`src/rtl/l1_ahb_cmd_master.sv`:
```
// AHB-Lite initiator: turns a command/write-data stream into SINGLE/INCR
// transfers and returns one response per completed beat.
module l1_ahb_cmd_master #(
    parameter int AW   = 32,
    parameter int DW   = 32,
    parameter int LENW = 4
) (
    input  logic            HCLK,
    input  logic            HRESET,
    input  logic            cmd_valid,
    output logic            cmd_ready,
    input  logic [AW-1:0]   cmd_addr,
    input  logic            cmd_write,
    input  logic [2:0]      cmd_size,
    input  logic [LENW-1:0] cmd_len,
    input  logic            wd_valid,
    output logic            wd_ready,
    input  logic [DW-1:0]   wd_data,
    output logic            rsp_valid,
    output logic [DW-1:0]   rsp_rdata,
    output logic            rsp_err,
    output logic            rsp_last,
    output logic [AW-1:0]   HADDR,
    output logic [1:0]      HTRANS,
    output logic            HWRITE,
    output logic [2:0]      HSIZE,
    output logic [2:0]      HBURST,
    output logic [3:0]      HPROT,
    output logic [DW-1:0]   HWDATA,
    input  logic [DW-1:0]   HRDATA,
    input  logic            HREADY,
    input  logic [1:0]      HRESP
);

    typedef enum logic [1:0] {S_IDLE, S_ADDR, S_DRAIN, S_ERR} state_t;

    localparam logic [1:0]  TR_IDLE = 2'b00;
    localparam logic [1:0]  TR_BUSY = 2'b01;
    localparam logic [1:0]  TR_NSEQ = 2'b10;
    localparam logic [1:0]  TR_SEQ  = 2'b11;
    localparam logic [LENW:0] ONE   = 1;

    state_t          state_q;
    logic [AW-1:0]   haddr_q, addr_q;
    logic [1:0]      htrans_q;
    logic            hwrite_q;
    logic [2:0]      hsize_q, hburst_q;
    logic [3:0]      hprot_q;
    logic [DW-1:0]   hwdata_q, wbuf_q;
    logic [LENW:0]   left_q;
    logic            first_q;
    logic            dp_q, dp_last_q, dp_wr_q;
    logic            rsp_valid_q, rsp_err_q, rsp_last_q;
    logic [DW-1:0]   rsp_rdata_q;

    logic            acc, due, err_now, issue;
    logic            beat_first, beat_wr;
    logic [AW-1:0]   beat_addr, inc;
    logic [LENW:0]   beat_left;

    assign cmd_ready = (state_q == S_IDLE) && !dp_q && !HRESET;

    // The first beat is launched on the same edge that accepts the command.
    always_comb begin
        acc        = cmd_valid && cmd_ready;
        beat_addr  = acc ? cmd_addr : addr_q;
        beat_wr    = acc ? cmd_write : hwrite_q;
        beat_first = acc || first_q;
        beat_left  = acc ? ({1'b0, cmd_len} + ONE) : left_q;
        inc        = AW'(1) << (acc ? cmd_size : hsize_q);
        due        = acc || (state_q == S_ADDR && left_q != '0);
        err_now    = dp_q && (HRESP != 2'b00);
        issue      = due && HREADY && !HRESET && !err_now
                     && (!beat_wr || wd_valid);
    end

    assign wd_ready = issue && beat_wr;

    always_ff @(posedge HCLK) begin
        if (HRESET) begin
            state_q     <= S_IDLE;
            haddr_q     <= '0;
            addr_q      <= '0;
            htrans_q    <= TR_IDLE;
            hwrite_q    <= 1'b0;
            hsize_q     <= '0;
            hburst_q    <= '0;
            hprot_q     <= '0;
            hwdata_q    <= '0;
            wbuf_q      <= '0;
            left_q      <= '0;
            first_q     <= 1'b0;
            dp_q        <= 1'b0;
            dp_last_q   <= 1'b0;
            dp_wr_q     <= 1'b0;
            rsp_valid_q <= 1'b0;
            rsp_err_q   <= 1'b0;
            rsp_last_q  <= 1'b0;
            rsp_rdata_q <= '0;
        end else begin
            rsp_valid_q <= 1'b0;
            if (acc) begin
                state_q  <= S_ADDR;
                hwrite_q <= cmd_write;
                hsize_q  <= cmd_size;
                hburst_q <= (cmd_len == '0) ? 3'b000 : 3'b001;
                hprot_q  <= 4'b0011;
                addr_q   <= cmd_addr;
                left_q   <= beat_left;
                first_q  <= 1'b1;
            end
            if (err_now && !HREADY) begin
                // first error cycle: cancel any pending address phase
                htrans_q <= TR_IDLE;
                state_q  <= S_ERR;
            end else if ((state_q == S_ERR || err_now) && HREADY) begin
                rsp_valid_q <= 1'b1;
                rsp_err_q   <= 1'b1;
                rsp_last_q  <= 1'b1;
                rsp_rdata_q <= '0;
                dp_q        <= 1'b0;
                htrans_q    <= TR_IDLE;
                state_q     <= S_IDLE;
            end else if (HREADY) begin
                if (dp_q) begin
                    rsp_valid_q <= 1'b1;
                    rsp_err_q   <= 1'b0;
                    rsp_last_q  <= dp_last_q;
                    rsp_rdata_q <= dp_wr_q ? '0 : HRDATA;
                end
                dp_q <= htrans_q[1];
                if (htrans_q[1]) begin
                    dp_last_q <= (left_q == '0);
                    dp_wr_q   <= hwrite_q;
                    if (hwrite_q)
                        hwdata_q <= wbuf_q;
                end
                if (issue) begin
                    haddr_q  <= beat_addr;
                    htrans_q <= (beat_first || beat_addr[9:0] == '0)
                                ? TR_NSEQ : TR_SEQ;
                    addr_q   <= beat_addr + inc;
                    left_q   <= beat_left - ONE;
                    first_q  <= 1'b0;
                    if (beat_wr)
                        wbuf_q <= wd_data;
                end else if (due) begin
                    // write data late: BUSY mid-burst, IDLE before first beat
                    htrans_q <= beat_first ? TR_IDLE : TR_BUSY;
                    if (!beat_first)
                        haddr_q <= beat_addr;
                end else begin
                    htrans_q <= TR_IDLE;
                end
                if (state_q == S_ADDR && left_q == '0)
                    state_q <= S_DRAIN;
                if (state_q == S_DRAIN && dp_q)
                    state_q <= S_IDLE;
            end
        end
    end

    assign HADDR     = haddr_q;
    assign HTRANS    = htrans_q;
    assign HWRITE    = hwrite_q;
    assign HSIZE     = hsize_q;
    assign HBURST    = hburst_q;
    assign HPROT     = hprot_q;
    assign HWDATA    = hwdata_q;
    assign rsp_valid = rsp_valid_q;
    assign rsp_rdata = rsp_rdata_q;
    assign rsp_err   = rsp_err_q;
    assign rsp_last  = rsp_last_q;

endmodule

```
`config.mk`:
```
export PLATFORM = sky130hd
export DESIGN_NAME = l1_ahb_cmd_master
export DESIGN_NICKNAME = d
export VERILOG_FILES = /design/src/rtl/l1_ahb_cmd_master.sv
export SDC_FILE = /design/constraint.sdc
export NUM_CORES = 1
export LEC_CHECK = 0
export CORE_MARGIN = 1.5
export CORE_UTILIZATION = 52
export DETAILED_ROUTE_END_ITERATION = 12
export PLACE_DENSITY = 0.86
export SETUP_SLACK_MARGIN = 0.3
export SLEW_MARGIN = 25
export SYNTH_ARGS = -nofsm -noshare
export SYNTH_HDL_FRONTEND = slang
export SYNTH_SLANG_ARGS = --single-unit
```
`constraint.sdc`:
```
create_clock -name HCLK -period 11.4 [get_ports HCLK]
set_clock_uncertainty 0.2 [all_clocks]
set_input_delay 1.71 -clock HCLK [delete_from_list [all_inputs] [get_ports HCLK]]
set_output_delay 1.71 -clock HCLK [all_outputs]
set_load 0.05 [all_outputs]
```
-- Word-level counts from Yosys, hierarchy flattened
Cells that the tools add are included.
- add/subtract/negate cells: 3
- eq/ne operators: 4
- shift operators: 1
- mux-type cells: 47
- bitwise operators: 2
- reductions and logical operators: 41
- operator list (cell ; count):
    32-bit two-way mux ; 12
    32-bit adder ; 1
    1-bit by 3-bit left shift with 32-bit output, first input constant ; 1
    5-bit two-way mux ; 6
    1-bit two-way mux ; 21
    5-bit AND reduction ; 3
    1-bit logical AND ; 14
    2-bit two-way mux ; 7
    10-bit logical NOT ; 1
    2-bit nonzero test ; 4
    4-bit by 1-bit adder with 5-bit output, second input constant ; 1
    1-bit logical NOT ; 5
    5-bit logical NOT ; 1
    1-bit logical OR ; 5
    5-bit nonzero test ; 1
    5-bit by 1-bit subtractor with 5-bit output, second input constant ; 1
    2-bit == test, second input constant ; 2
    4-bit logical NOT ; 1
    4-bit AND reduction ; 1
    3-bit two-way mux ; 1
    3-bit AND reduction ; 1
    3-bit OR reduction ; 1
    2-bit by 1-bit == test with 1-bit output, second input constant ; 1
    2-bit logical NOT ; 1
    4 further kinds ; 5
- register bits after elaboration: 184
- bits of input ports: 111
- output and inout port bits: 114
- logic and storage cells: 117

-- Longest topological paths before layout
Gate-level depths: netlist of run 1.
- word-level depth: 13
- depth in mapped cells: 20
- depth with buffers taken out: 14

-- Worst setup path after synthesis of run 1
OpenSTA, ideal clock, no wires.
- kind: input to output
- start: in HRESET
- end: out wd_ready
- arrival: 4043 ps
- required time: 9490 ps
- slack: 5447 ps
- cell stages on the path: 10
- path through: clkbuf_1 > or4_4 > buf_6 > clkinv_4 > nand2_4 > a2bb2oi_1 > or3_1 > clkbuf_1 > inv_1 > buf_1
- longest elaborated chain between the ends: 9
- elaborated cells on any way between the ends: 12
- classes of those cells: 1 x mux; 11 x reduce/logical
- RTL lines (what ; line ; RTL):
    start: declaration ; 9 ; input logic HRESET,
    1-bit logical NOT * ; 61 ; assign cmd_ready = (state_q == S_IDLE) && !dp_q && !HRESET;
    1-bit logical AND * ; 61 ;
    net cmd_ready ; 11 ; output logic cmd_ready,
    1-bit logical AND * ; 65 ; acc = cmd_valid && cmd_ready;
    1-bit logical OR ; 71 ; due = acc || (state_q == S_ADDR && left_q != '0);
    1-bit logical AND (3 in series) ; 73 ; issue = due && HREADY && !HRESET && !err_now
    1-bit logical AND ; 74 ; && (!beat_wr || wd_valid);
    1-bit logical AND * ; 77 ; assign wd_ready = issue && beat_wr;
    end: declaration ; 17 ; output logic wd_ready,
Mark *: on every way through the listed nets, which the timed path passes. The rest lies on a longest branch.

-- Final worst setup path of run 1
- start: in HRESET
- end: out wd_ready
- longest elaborated chain between the ends: 9
- elaborated cells on any way between the ends: 12
- classes of those cells: 1 x mux; 11 x reduce/logical
- RTL lines (what ; line):
    1-bit logical NOT * ; 61, 73
    1-bit logical AND ; 61
    1-bit logical AND ; 65
    1-bit logical OR ; 71
    1-bit logical AND (3 in series) ; 73
    1-bit logical AND ; 74
    1-bit logical AND * ; 77
Every way passes the cells marked *; elsewhere a longest branch is shown, timed or not.

==> results by stage, run 1 <==
Run status:
- The flow ran to the end, and the final reports show no timing, DRC or antenna violations.

STA:
- In the finished design, the share of the clock period the worst path needs comes to 0.6427.
- The relative max-transition margin is 0.3481.
- The setup violation total in the final timing report is 0.
- The transition time of the tightest slew-check pin is 969.0 ps.
- For the final routed database, the setup TNS stands at 0 ps.
- The final hold violation count is 0.
- The minimum setup slack in the final design is 4073 ps.
- Setup repair after global routing left no endpoint under its margin.
- Subtracting the final worst setup slack from the clock period gives 7327 ps.
- Static timing analysis puts the maximum clock frequency at 0.1365 GHz.
- The number of pins exceeding their max-slew limit in the final report is 0.

Global routing:
- The total global-route track usage is 0.2812.
- The initial antenna violation count is 0.
- Entering global routing, the biggest net connects 102 pins.
- The total overflow reported by the global router is 0.
- The via count of the first global-routing pass is 7585.
- The global-route wire length before repair is 36.96 mm.

Synth:
- Synthesis produced 1023 cells.
- The number of synthesized flops with an enable pin is 0.
- The synthesized design spends more area on one cell type than any other, namely sky130_fd_sc_hd__dfxtp_1.
- The post-synthesis async set-or-reset flop share is 0.
- The most used flip-flop cell after synthesis is sky130_fd_sc_hd__dfxtp_1.
- The number of synthesis warnings is 0.
- For this run, the register share of the synthesized area comes to 0.4539.
- By area the synthesized netlist is led by sky130_fd_sc_hd__dfxtp_1, sky130_fd_sc_hd__nand2_1, sky130_fd_sc_hd__a21oi_1.
- The leading cell type by number of instances after synthesis is sky130_fd_sc_hd__nand2_1.
- By count the netlist is led by sky130_fd_sc_hd__nand2_1, sky130_fd_sc_hd__dfxtp_1, sky130_fd_sc_hd__a21oi_1.
- A synthesized cell averages 7.846 µm².
- Counting flops and latches in the post-synthesis netlist gives 182.
- The count of different cell masters after synthesis is 60.
- After synthesis the cells add up to 8026 µm².
- The area share of the largest cell type after synthesis is 0.4539.

Floorplan:
- The die is 127.2 µm tall.
- The core region is 15150 µm².
- 225 I/O pins were placed.
- For this configuration, the core starts out at a cell density of 0.5299.
- The die covers 16190 µm².
- The number of rows in the core area is 45.
- The x dimension of the die is 127.2 µm.

Place:
- The cell area after placement is 10250 µm².
- Input and output buffers added on the ports amount to 220.
- At the end of routability-driven placement, the weighted congestion stood at 0.8768.
- The worst-case setup slack after placement is 3721 ps.
- Summed over all nets, the half-perimeter wirelength after detailed placement is 15.34 mm.

Critical path:
- STA classifies the critical path endpoint as an output pin.
- In this design, the critical path's most frequently occurring cell is sky130_fd_sc_hd__buf_4.
- STA classifies the critical path startpoint as an input pin.
- In this design, the stage delay of the slowest critical-path cell is 710 ps.
- The classification of the worst setup path is in -> out.
- In this run the register-to-register setup slack is 6750 ps.
- Of all nets on the critical path, the largest fanout is 87.
- Among all stages on the critical path, the largest delay is contributed by sky130_fd_sc_hd__clkdlybuf4s50_1.
- The signal on the critical path passes through buf_4 -> or4_4 -> clkinv_4 -> nand2_4 -> a2bb2oi_2 -> or3_1 -> buf_4 -> inv_1 -> clkdlybuf4s50_1.
- In this design, the largest share of critical-path delay is due to buffers and inverters.
- The buffer and inverter count on the worst path is 5.
- At the worst endpoint, the arrival time is 5420 ps.
- The required time at the endpoint of the critical path is 9490 ps.

Layout:
- The final non-filler cell area is 10880 µm².
- The fraction of final layout cells sized beyond drive strength 1 is 0.05446.
- The number of antenna diodes in the final layout is 0.
- Relative to the synthesized area, the layout overhead comes to 35.49%.
- Fill cells in the final layout number 1183.
- The number of nets in the final layout is 1322.

CTS:
- The clock net sink count is 182.
- Clock tree synthesis inserted a total of 17 buffers.
- The clock network latency to the later pin of the worst-skew pair is 430 ps.
- The total setup buffers inserted after CTS is 0.
- The clock transition at the register clock pins on the worst setup and hold paths after CTS is 70 ps.
- The number of buffers added to fix hold violations after cts is 0.
- The number of H-tree levels is 4.
- The root buffer selected by CTS is sky130_fd_sc_hd__clkbuf_16.
- The worst-case clock buffer depth is 2.
- The CTS tree is built.
- The total of cells resized after clock tree synthesis is 0.

Route:
- The remaining number of nets flagged by the antenna check after routing is 0.
- Dividing the detail-routed wire length by the instance count gives 16.39 µm.
- For this block, the via count after detailed routing is 8192.
- After detailed routing, the number of vias per cell comes to 5.851.
- The first detailed-routing pass took 6 iterations.
- The starting DRC count in detailed routing is 1025.
- After detailed routing, the total wire length is 22.95 mm.
- For this run, design rule violations remaining after detail routing come to 0.

Job:
- Max-cap violations in this run came to 0.

Pwr:
- The overall power consumption is 1.537 mW.
- The maximum ir drop on the vdd rail is 0.0001226 V.
- The total power divided by cell area is 141.4 nW/µm².
- The static leakage is 3.911 nW.

Hold path:
- The type of the worst min-delay path is reg -> reg.
## state kept, by name, indices dropped and copies added (netlist names), 2 cells and up
| name | flops |
|---|---|
| HADDR | 32 |
| HWDATA | 32 |
| addr_q | 32 |
| rsp_rdata | 32 |
| wbuf_q | 32 |
| left_q | 5 |
| HSIZE | 3 |
| HTRANS | 2 |
| state_q | 2 |
## layout by cell type, fill, tap and decap left out, types with 3 or more instances in the layout
cell type                           n
sky130_fd_sc_hd__or4_1              4
sky130_fd_sc_hd__a22oi_1           33
sky130_fd_sc_hd__nand3_1           13
sky130_fd_sc_hd__nor2_1            83
sky130_fd_sc_hd__or3_1              9
sky130_fd_sc_hd__and4_1             5
sky130_fd_sc_hd__xnor2_1            9
sky130_fd_sc_hd__clkbuf_16         17
sky130_fd_sc_hd__o21ai_0           15
sky130_fd_sc_hd__inv_8              3
sky130_fd_sc_hd__a211oi_1          21
sky130_fd_sc_hd__nor2_2             4
sky130_fd_sc_hd__clkdlybuf4s50_1  219
sky130_fd_sc_hd__a21oi_1          132
sky130_fd_sc_hd__ha_1              11
sky130_fd_sc_hd__inv_6              3
sky130_fd_sc_hd__nor4_1            10
sky130_fd_sc_hd__a21o_1             5
sky130_fd_sc_hd__mux2i_1           13
sky130_fd_sc_hd__nor3b_1            3
sky130_fd_sc_hd__dfxtp_1          182
sky130_fd_sc_hd__a31oi_1           18
sky130_fd_sc_hd__a31o_2             4
sky130_fd_sc_hd__buf_4             11
sky130_fd_sc_hd__nand4_1           13
sky130_fd_sc_hd__nand2_1          219
sky130_fd_sc_hd__nor3_1            66
sky130_fd_sc_hd__inv_1             13
sky130_fd_sc_hd__conb_1             4
sky130_fd_sc_hd__clkinv_4           4
sky130_fd_sc_hd__o21a_1             3
sky130_fd_sc_hd__and3_1             9
sky130_fd_sc_hd__xor2_1             6
## area by class of cell
class                           count  area [µm²]  share of cell area
Multi-Input combinational cell    753        4043              0.3717
Sequential cell                   182        3643              0.3350
Timing Repair Buffer              231        2302              0.2117
Clock buffer                       19       432.9             0.03981
Tap cell                          188       235.2             0.02163
Clock inverter                     13       161.4             0.01484
Inverter                           14       57.56            0.005292
## cells by family after synthesis
logic type	count (synthesis)	synth area share
and+or+nand+nor	453	0.2530
AOI/OAI and AO/OA	254	0.1899
DFF	182	0.4539
buffers and inverters	91	0.04770
xor gates and xnor gates	15	0.01637
muxes	15	0.01902
adders and majority gates	12	0.01964
other	1	0.0004672
## through the flow
stage	std cells	utilization	hold WS [ps]
2_1_floorplan	1026	-	232.2
3_3_place_gp	1367	0.6762	235.7
3_5_place_dp	1367	0.6766	242.1
4_1_cts	1399	0.7158	252.2
5_1_grt	1400	0.7181	262.3
6_report	1400	0.7181	247.2
## layer usage
layer  vias to the layer above  wire [µm]  global-route usage
li1                       3944          -                   -
met1                      3789       9650              0.3638
met2                       392      10620              0.4479
met3                        67       1864             0.06993
met4                         0        814              0.1230
met5                         -          0                   0
## power by group
part / switching (mW) / total, mW / leakage, nW / internal, mW
logic: 0.161 / 0.265 / 2.15 / 0.104
registers: 0.0166 / 0.676 / 1.47 / 0.659
clock network: 0.265 / 0.596 / 0.285 / 0.331
## worst paths after layout
| check | startpoint | cells past startpoint | end |
|---|---|---|---|
| worst max-delay path | HRESET | 9 | wd_ready |
| worst min-delay path | wbuf_q[4] | 2 | HWDATA[4] |
| worst max register to register | dp_q | 12 | addr_q[15] |
| worst min register to register | wbuf_q[4] | 2 | HWDATA[4] |
## worst register-to-register path, cell delays in order, from the launching register on
cell,delay [ps]
sky130_fd_sc_hd__dfxtp_1,410
sky130_fd_sc_hd__or4_4,680
sky130_fd_sc_hd__clkinv_4,120
sky130_fd_sc_hd__nand2_4,390
sky130_fd_sc_hd__mux2i_1,500
sky130_fd_sc_hd__nor2_1,110
sky130_fd_sc_hd__ha_1,320
sky130_fd_sc_hd__or2_2,140
sky130_fd_sc_hd__and2_1,140
sky130_fd_sc_hd__o21ai_1,230
sky130_fd_sc_hd__or4_1,700
sky130_fd_sc_hd__or4_1,510
sky130_fd_sc_hd__a21oi_1,140
Power figures use the tool's default switching activity.
==> run 2: changes to the inputs <==
Settings changed: CORE_UTILIZATION 52 to 44, PLACE_DENSITY 0.86 to 0.77.
Clock period 11.4 ns to 6.1 ns, I/O delays scaled along.
==> run 2 against run 1 <==
Compared with the run above:
- core utilization is 11 points lower
- clock-buffer cell count is 2 higher
- setup slack worse by 2800 ps
- largest power group unchanged
- first-iteration DRC count fell by 30%
- via count decreased by 2.6%
- combinational power up 89%
- critical path depth fell by 2
- final area increased by 0.47%
- register-to-register slack worse by 5100 ps
- largest cell class unchanged
==> results by stage, run 2 (synthesis gave the netlist of run 1 again) <==
Pwr:
- The total power divided by cell area came to 263.3 nW/µm² (+86%).
- The static leakage was 3.919 nW (+0.21%).
- The maximum ir drop on the vdd rail is 0.0001999 V (+63%).

CTS:
- The clock network latency to the later pin of the worst-skew pair was 440 ps (about the same).
- The root buffer selected by CTS is sky130_fd_sc_hd__clkbuf_16.
- The number of buffers added to fix hold violations after cts is 0 (unchanged).
- The CTS buffer count is 17 (unchanged).
- The worst-case clock buffer depth is 2 (unchanged).
- TritonCTS built the clock tree.
- The total setup buffers inserted after CTS is 0 (unchanged).
- The clock transition at the register clock pins on the worst setup and hold paths after CTS is 70 ps (about the same).
- The number of H-tree levels is 4 (unchanged).
- The total of cells resized after clock tree synthesis was 0 (unchanged).
- The clock net sink count came to 182 (unchanged).

Route:
- The via count normalized by instance count is 5.522 (-5.6%).
- The number of DRC violations after detailed routing is 0 (unchanged).
- The number of optimization iterations in the first detailed-route pass is 5 (-1).
- The via count of the routed design is 7979 (-2.6%).
- The starting DRC count in detailed routing is 713 (-30%).
- The wire length after detailed routing is 23.57 mm (+2.7%).
- The remaining number of nets flagged by the antenna check after routing is 0 (unchanged).
- The post-detailed-route wirelength per cell was 16.31 µm (-0.49%).

STA:
- Subtracting the final worst setup slack from the clock period gives 4783 ps.
- Of the available clock period, the critical path in the final layout requires 0.7840.
- The setup violation total in the final timing report is 0 (unchanged).
- The final hold violation count came to 0 (unchanged).
- The final total negative setup slack is 0 ps (unchanged).
- The transition time of the tightest slew-check pin came to 944.3 ps (-24.68 ps).
- Setup repair after global routing left no endpoint under its margin.
- Timing would allow up to 0.2091 GHz.
- The number of pins exceeding their max-slew limit in the final report came to 0 (unchanged).
- The relative max-transition margin is 0.3647 (+0.01661).

Critical path:
- The type of destination of the critical path is an output pin.
- Among all stages on the critical path, the largest delay is contributed by sky130_fd_sc_hd__clkdlybuf4s50_1.
- The arrival time at the worst endpoint is 3670 ps (-1750 ps).
- The critical path goes through clkdlybuf4s50_1 -> inv_1 -> nor2_4 -> a21oi_1 -> or3_1 -> clkinv_1 -> buf_4.
- The buffer and inverter count on the worst path was 4 (-1).
- The critical path launch point type is an input pin.
- The required time at the endpoint of the critical path was 4980 ps (-4510 ps).
- The classification of the worst setup path is in -> out.
- Broken down by cell family, the worst path's largest delay share belongs to buffers and inverters.
- The peak per-stage delay on the critical path is 650 ps (-60 ps).
- The largest fanout of any net on the critical path is 33 (-62%).

Global routing:
- The via count of the first global-routing pass came to 7601 (+0.21%).
- The total overflow reported by the global router came to 0 (unchanged).
- The total global-route track usage was 0.2447 (-0.03650).
- The largest net degree at the start of global routing is 77 (-25%).
- The global-route wire length before repair is 38.50 mm (+4.1%).
- The initial antenna violation count came to 0 (unchanged).

Layout:
- The diode insertion count for antenna repair came to 0 (unchanged).
- The most frequent standard cell in the layout excluding fill and tap cells is sky130_fd_sc_hd__nand2_1.
- Leaving out fill and tap cells, the most frequent cells in the layout are sky130_fd_sc_hd__nand2_1, sky130_fd_sc_hd__clkdlybuf4s50_1, sky130_fd_sc_hd__dfxtp_1.
- The number of nets in the final layout is 1326 (+0.30%).
- The end-of-flow core utilization is 0.6104 (-0.1077).
- Compared with the post-synthesis result, the final layout area differs by 36.13%.
- The fraction of final layout cells sized beyond drive strength 1 is 0.05674 (+0.002288).

Floorplan:
- The chip height is 138.1 µm (+8.5%).
- The placeable core region was 17900 µm² (+18%).
- The number of top-level pins was 225 (unchanged).
- The number of rows in the core area came to 49 (+8.9%).
- The area enclosed by the die boundary was 19060 µm² (+18%).
- The x dimension of the die came to 138.1 µm (+8.5%).
- The initial core utilization is 0.4484 (-0.08160).

Job:
- The max-capacitance violation count was 0 (unchanged).

Hold path:
- In this run the worst hold path is classified as reg -> reg.

Run status:
- The flow ran to the end, and the final reports show no timing, DRC or antenna violations.

Place:
- The global placer's final weighted congestion is 0.8835 (+0.76%).
- The HPWL reported at the end of detailed placement came to 16.31 mm (+6.3%).
- The number of port buffers is 220 (unchanged).
run 2: area by class of cell:
| type | count | area (µm²) |
|---|---|---|
| clock buffers | 21 | 450.4 |
| clock inverters | 11 | 138.9 |
| fillers | 1630 | 6975 |
| inverters | 14 | 57.56 |
| multi-input cells | 753 | 4036 |
| flip-flops and latches | 182 | 3643 |
| well taps | 229 | 286.5 |
| repair buffers | 235 | 2313 |
run 2: worst paths after layout:
path / startpoint / cells past startpoint / slack [ps] / to
max: cmd_valid / 7 / 1320 / wd_ready
min: wbuf_q[24] / 2 / 240 / HWDATA[24]
max reg2reg: dp_q / 14 / 1680 / addr_q[28]
min reg2reg: wbuf_q[24] / 2 / 240 / HWDATA[24]
run 2: per-layer routing:
metal / vias to the layer above / wire length, µm / global-route usage
li1: 3943 / - / -
met4: 0 / 780 / 0.1036
met2: 283 / 10770 / 0.3852
met1: 3710 / 10540 / 0.3246
met3: 43 / 1489 / 0.05473
met5: - / 0 / 0
run 2: power by group:
part	internal, mW	switching [mW]	total, mW
registers	1.23	0.0314	1.26
clock network	0.626	0.487	1.11
logic	0.196	0.304	0.500
total	2.05	0.823	2.88
run 2: per-stage QoR:
step / cell area (µm²) / cells / hold WS, ps / setup WS, ps / total power [mW]
floorplan: 8038 / 1026 / 232.2 / 1067 / 1.593
CTS: 10930 / 1445 / 252.1 / 1095 / 2.889
global placement: 10330 / 1413 / 236.0 / 1196 / 1.776
finish: 10930 / 1445 / 242.6 / 1317 / 2.877
detailed placement: 10340 / 1413 / 243.3 / 1008 / 1.784
global route: 10930 / 1445 / 270.6 / 1080 / 2.985
run 2: tightest hold or removal path: cells and delay by family, from the launching register on:
family	cells	cell delay (ps)
AO/OA/AOI/OAI	1	50
AND/OR/NAND/NOR	1	50
flip-flops	1	310
==> run 3: changes to the inputs <==
Clock period 6.1 ns to 3.89 ns, I/O delays scaled along.
==> run 3 against run 2 <==
Compared with the run above:
- wire length is 3.5% higher
- sequential power is 56% higher
- sequential share of layout area is 1.9 points lower
- flip-flop and latch count stayed put
- via count is 3.0% higher
- non-clock buffer count is 51 higher
- register-to-register slack worse by 1400 ps
- first-iteration DRC count is 35% lower
- clock power is 56% higher
- combinational power is 79% higher
- clock-buffer cell count is 3 lower
- final area is 6.2% higher
- critical endpoint is now addr_q[25]
- highest routed layer unchanged
==> results by stage, run 3 (synthesis gave the netlist of run 1 again) <==
Run status:
- The flow ran to the end, and the final reports show no timing, DRC or antenna violations.

STA:
- The final hold violation count was 0 (unchanged).
- Setup repair after global routing could not meet its margin everywhere.
- The fraction of the cycle the final worst path needs is 0.9211.
- The setup violation total in the final timing report is 0 (unchanged).
- Derived from the worst setup path, the maximum achievable clock frequency is 0.2791 GHz.
- The transition time of the tightest slew-check pin was 913.5 ps (-30.80 ps).
- The minimum clock period after layout is 3583 ps.
- The number of pins exceeding their max-slew limit in the final report is 0 (unchanged).
- The relative max-transition margin is 0.3854 (+0.02072).

CTS:
- The CTS buffer count is 17 (unchanged).
- The clock network latency to the later pin of the worst-skew pair is 430 ps (about the same).
- The number of H-tree levels is 4 (unchanged).
- The CTS tree is built.
- The clock net sink count is 182 (unchanged).
- The clock transition at the register clock pins on the worst setup and hold paths after CTS is 70 ps (about the same).
- The root buffer selected by CTS is sky130_fd_sc_hd__clkbuf_16.
- The number of buffers added to fix hold violations after cts was 0 (unchanged).
- The worst-case clock buffer depth came to 2 (unchanged).

Critical path:
- The largest fanout of any net on the critical path is 7 (-79%).
- The arrival time at the worst endpoint was 3740 ps (+70 ps).
- The type of destination of the critical path is a flop.
- The launch instance of the worst register-to-register path is state_q[0].
- The critical path launch point type is a flop.
- The startpoint of the most critical setup path is state_q[0].
- The slowest stage of the critical path belongs to the cell sky130_fd_sc_hd__or4_4.
- The required time at the endpoint of the critical path is 4050 ps (-930 ps).
- The classification of the worst setup path is reg -> reg.
- Traced cell by cell, the critical path runs through or4_4 -> clkinv_8 -> nand2_8 -> mux2i_4 -> nor2_2 -> ha_4 -> a21o_1 -> a21oi_2 -> o21a_2 -> or4_4 -> or4_4 -> a21oi_2.
- The peak per-stage delay on the critical path is 600 ps (-50 ps).
- The most numerous cell type found on the critical path is sky130_fd_sc_hd__or4_4.

Place:
- The number of port buffers is 220 (unchanged).
- The cell area after placement is 10840 µm² (+4.8%).
- The HPWL reported at the end of detailed placement is 16.81 mm (+3.1%).
- The post-placement cell count is 1456 (+3.0%).
- The global placer's final weighted congestion is 0.8765 (-0.79%).

Floorplan:
- The chip height is 138.1 µm (unchanged).
- The number of top-level pins is 225 (unchanged).
- The initial core utilization is 0.4484 (unchanged).
- The x dimension of the die is 138.1 µm (unchanged).
- The area enclosed by the die boundary was 19060 µm² (unchanged).
- The number of rows in the core area came to 49 (unchanged).
- The placeable core region is 17900 µm² (unchanged).

Route:
- The via count normalized by instance count is 5.491 (-0.56%).
- The starting DRC count in detailed routing is 467 (-35%).
- The post-detailed-route wirelength per cell is 16.31 µm (about the same).
- The wire length after detailed routing is 24.41 mm (+3.5%).
- Signal routing reaches up to met4.
- The remaining number of nets flagged by the antenna check after routing is 0 (unchanged).
- The number of optimization iterations in the first detailed-route pass is 5 (unchanged).
- The met1 routed wirelength after detailed routing is 10.29 mm (-2.3%).
- The via count of the routed design is 8220 (+3.0%).
- The length of routed met2 wiring is 11.51 mm (+6.9%).
- The number of DRC violations after detailed routing came to 0 (unchanged).
- The length of routed met3 wiring came to 1.969 mm (+32%).

Layout:
- Relative to the synthesized area, the layout overhead comes to 44.57%.
- The fraction of final layout cells sized beyond drive strength 1 came to 0.1215 (+0.06471).
- The number of standard cells in the layout, taps in and fillers out was 1497 (+3.6%).
- The final non-filler cell area is 11600 µm² (+6.2%).
- The diode insertion count for antenna repair is 0 (unchanged).
- In the layout the commonest cells are sky130_fd_sc_hd__clkdlybuf4s50_1, sky130_fd_sc_hd__nand2_1, sky130_fd_sc_hd__dfxtp_1.
- Leaving out fill and tap cells, the most frequent cell in the layout is sky130_fd_sc_hd__clkdlybuf4s50_1.
- The number of nets in the final layout is 1378 (+3.9%).

Global routing:
- The global-route wire length before repair is 39.01 mm (+1.3%).
- The via count of the first global-routing pass is 7700 (+1.3%).
- The total global-route track usage came to 0.2488 (+0.004119).
- The largest net degree at the start of global routing was 69 (-10%).
- The total overflow reported by the global router is 0 (unchanged).
- The initial antenna violation count is 0 (unchanged).

Job:
- The max-capacitance violation count was 0 (unchanged).

Pwr:
- The maximum ir drop on the vdd rail is 0.0003280 V (+64%).
- The total power divided by cell area is 396.9 nW/µm² (+51%).
- The static leakage is 4.231 nW (+8.0%).

Hold path:
- The type of the worst min-delay path is reg -> reg.
- The origin of the worst min-delay path is wbuf_q[9].
## run 3: changes by cell type in the layout (fill, tap and decap cells not counted), moves of 4 or more
cell / before / now
sky130_fd_sc_hd__ha_1: 11 / 7
sky130_fd_sc_hd__a21oi_1: 132 / 128
sky130_fd_sc_hd__a31oi_1: 18 / 14
sky130_fd_sc_hd__buf_4: 16 / 64
## run 3: final timing paths
| check | to | slack [ps] | depth (start not counted) |
|---|---|---|---|
| worst max-delay path | addr_q[25] | 310 | 12 |
| worst min-delay path | HWDATA[9] | 250 | 2 |
| worst max register to register | addr_q[25] | 310 | 12 |
| worst min register to register | HWDATA[9] | 250 | 2 |
## run 3: area by class of cell
| class | count | area (µm²) |
|---|---|---|
| Clock buffer | 18 | 429.2 |
| Clock inverter | 14 | 157.7 |
| Fill cell | 1526 | 6299 |
| Inverter | 14 | 65.06 |
| Multi-Input combinational cell | 754 | 4288 |
| Sequential cell | 182 | 3643 |
| Tap cell | 229 | 286.5 |
| Timing Repair Buffer | 286 | 2734 |
## run 3: what timing repair did
item,4_1_cts,5_1_grt
resized for setup,2,18
setup endpoints to repair,12,17
setup buffers,6,2
pin swaps,6,17
cloned,1,0
## run 3: per-layer routing
layer / GRT usage / vias to the layer above
li1: - / 4039
met1: 0.3098 / 3835
met2: 0.4119 / 302
met3: 0.07205 / 44
met4: 0.08753 / 0
met5: 0 / -
## run 3: power by group
group | leakage [nW] | switching (mW) | total [mW] | internal (mW)
Clock | 0.287 | 0.819 | 1.73 | 0.915
Combinational | 2.47 | 0.522 | 0.897 | 0.375
Sequential | 1.47 | 0.0435 | 1.97 | 1.93
## run 3: critical path: cells and delay by family (launching register included)
kind	cells	cell delay (ps)
and+or+nand+nor	5	1760
AOI/OAI and AO/OA	4	540
DFF	1	310
adders and majority gates	1	310
muxes	1	270
buffers and inverters	1	100
## run 3: per-stage QoR
stage	util	setup slack (ps)	total power [mW]	hold WS, ps	TNS (ps)
global placement	0.6050	14.25	2.860	235.8	0
CTS	0.6428	302.0	4.624	253.8	0
finish	0.6482	306.9	4.605	249.5	0
floorplan	-	-353.1	2.540	232.2	-2509
global route	0.6482	199.0	4.782	268.0	0
detailed placement	0.6053	-88.21	2.872	243.7	-324.8
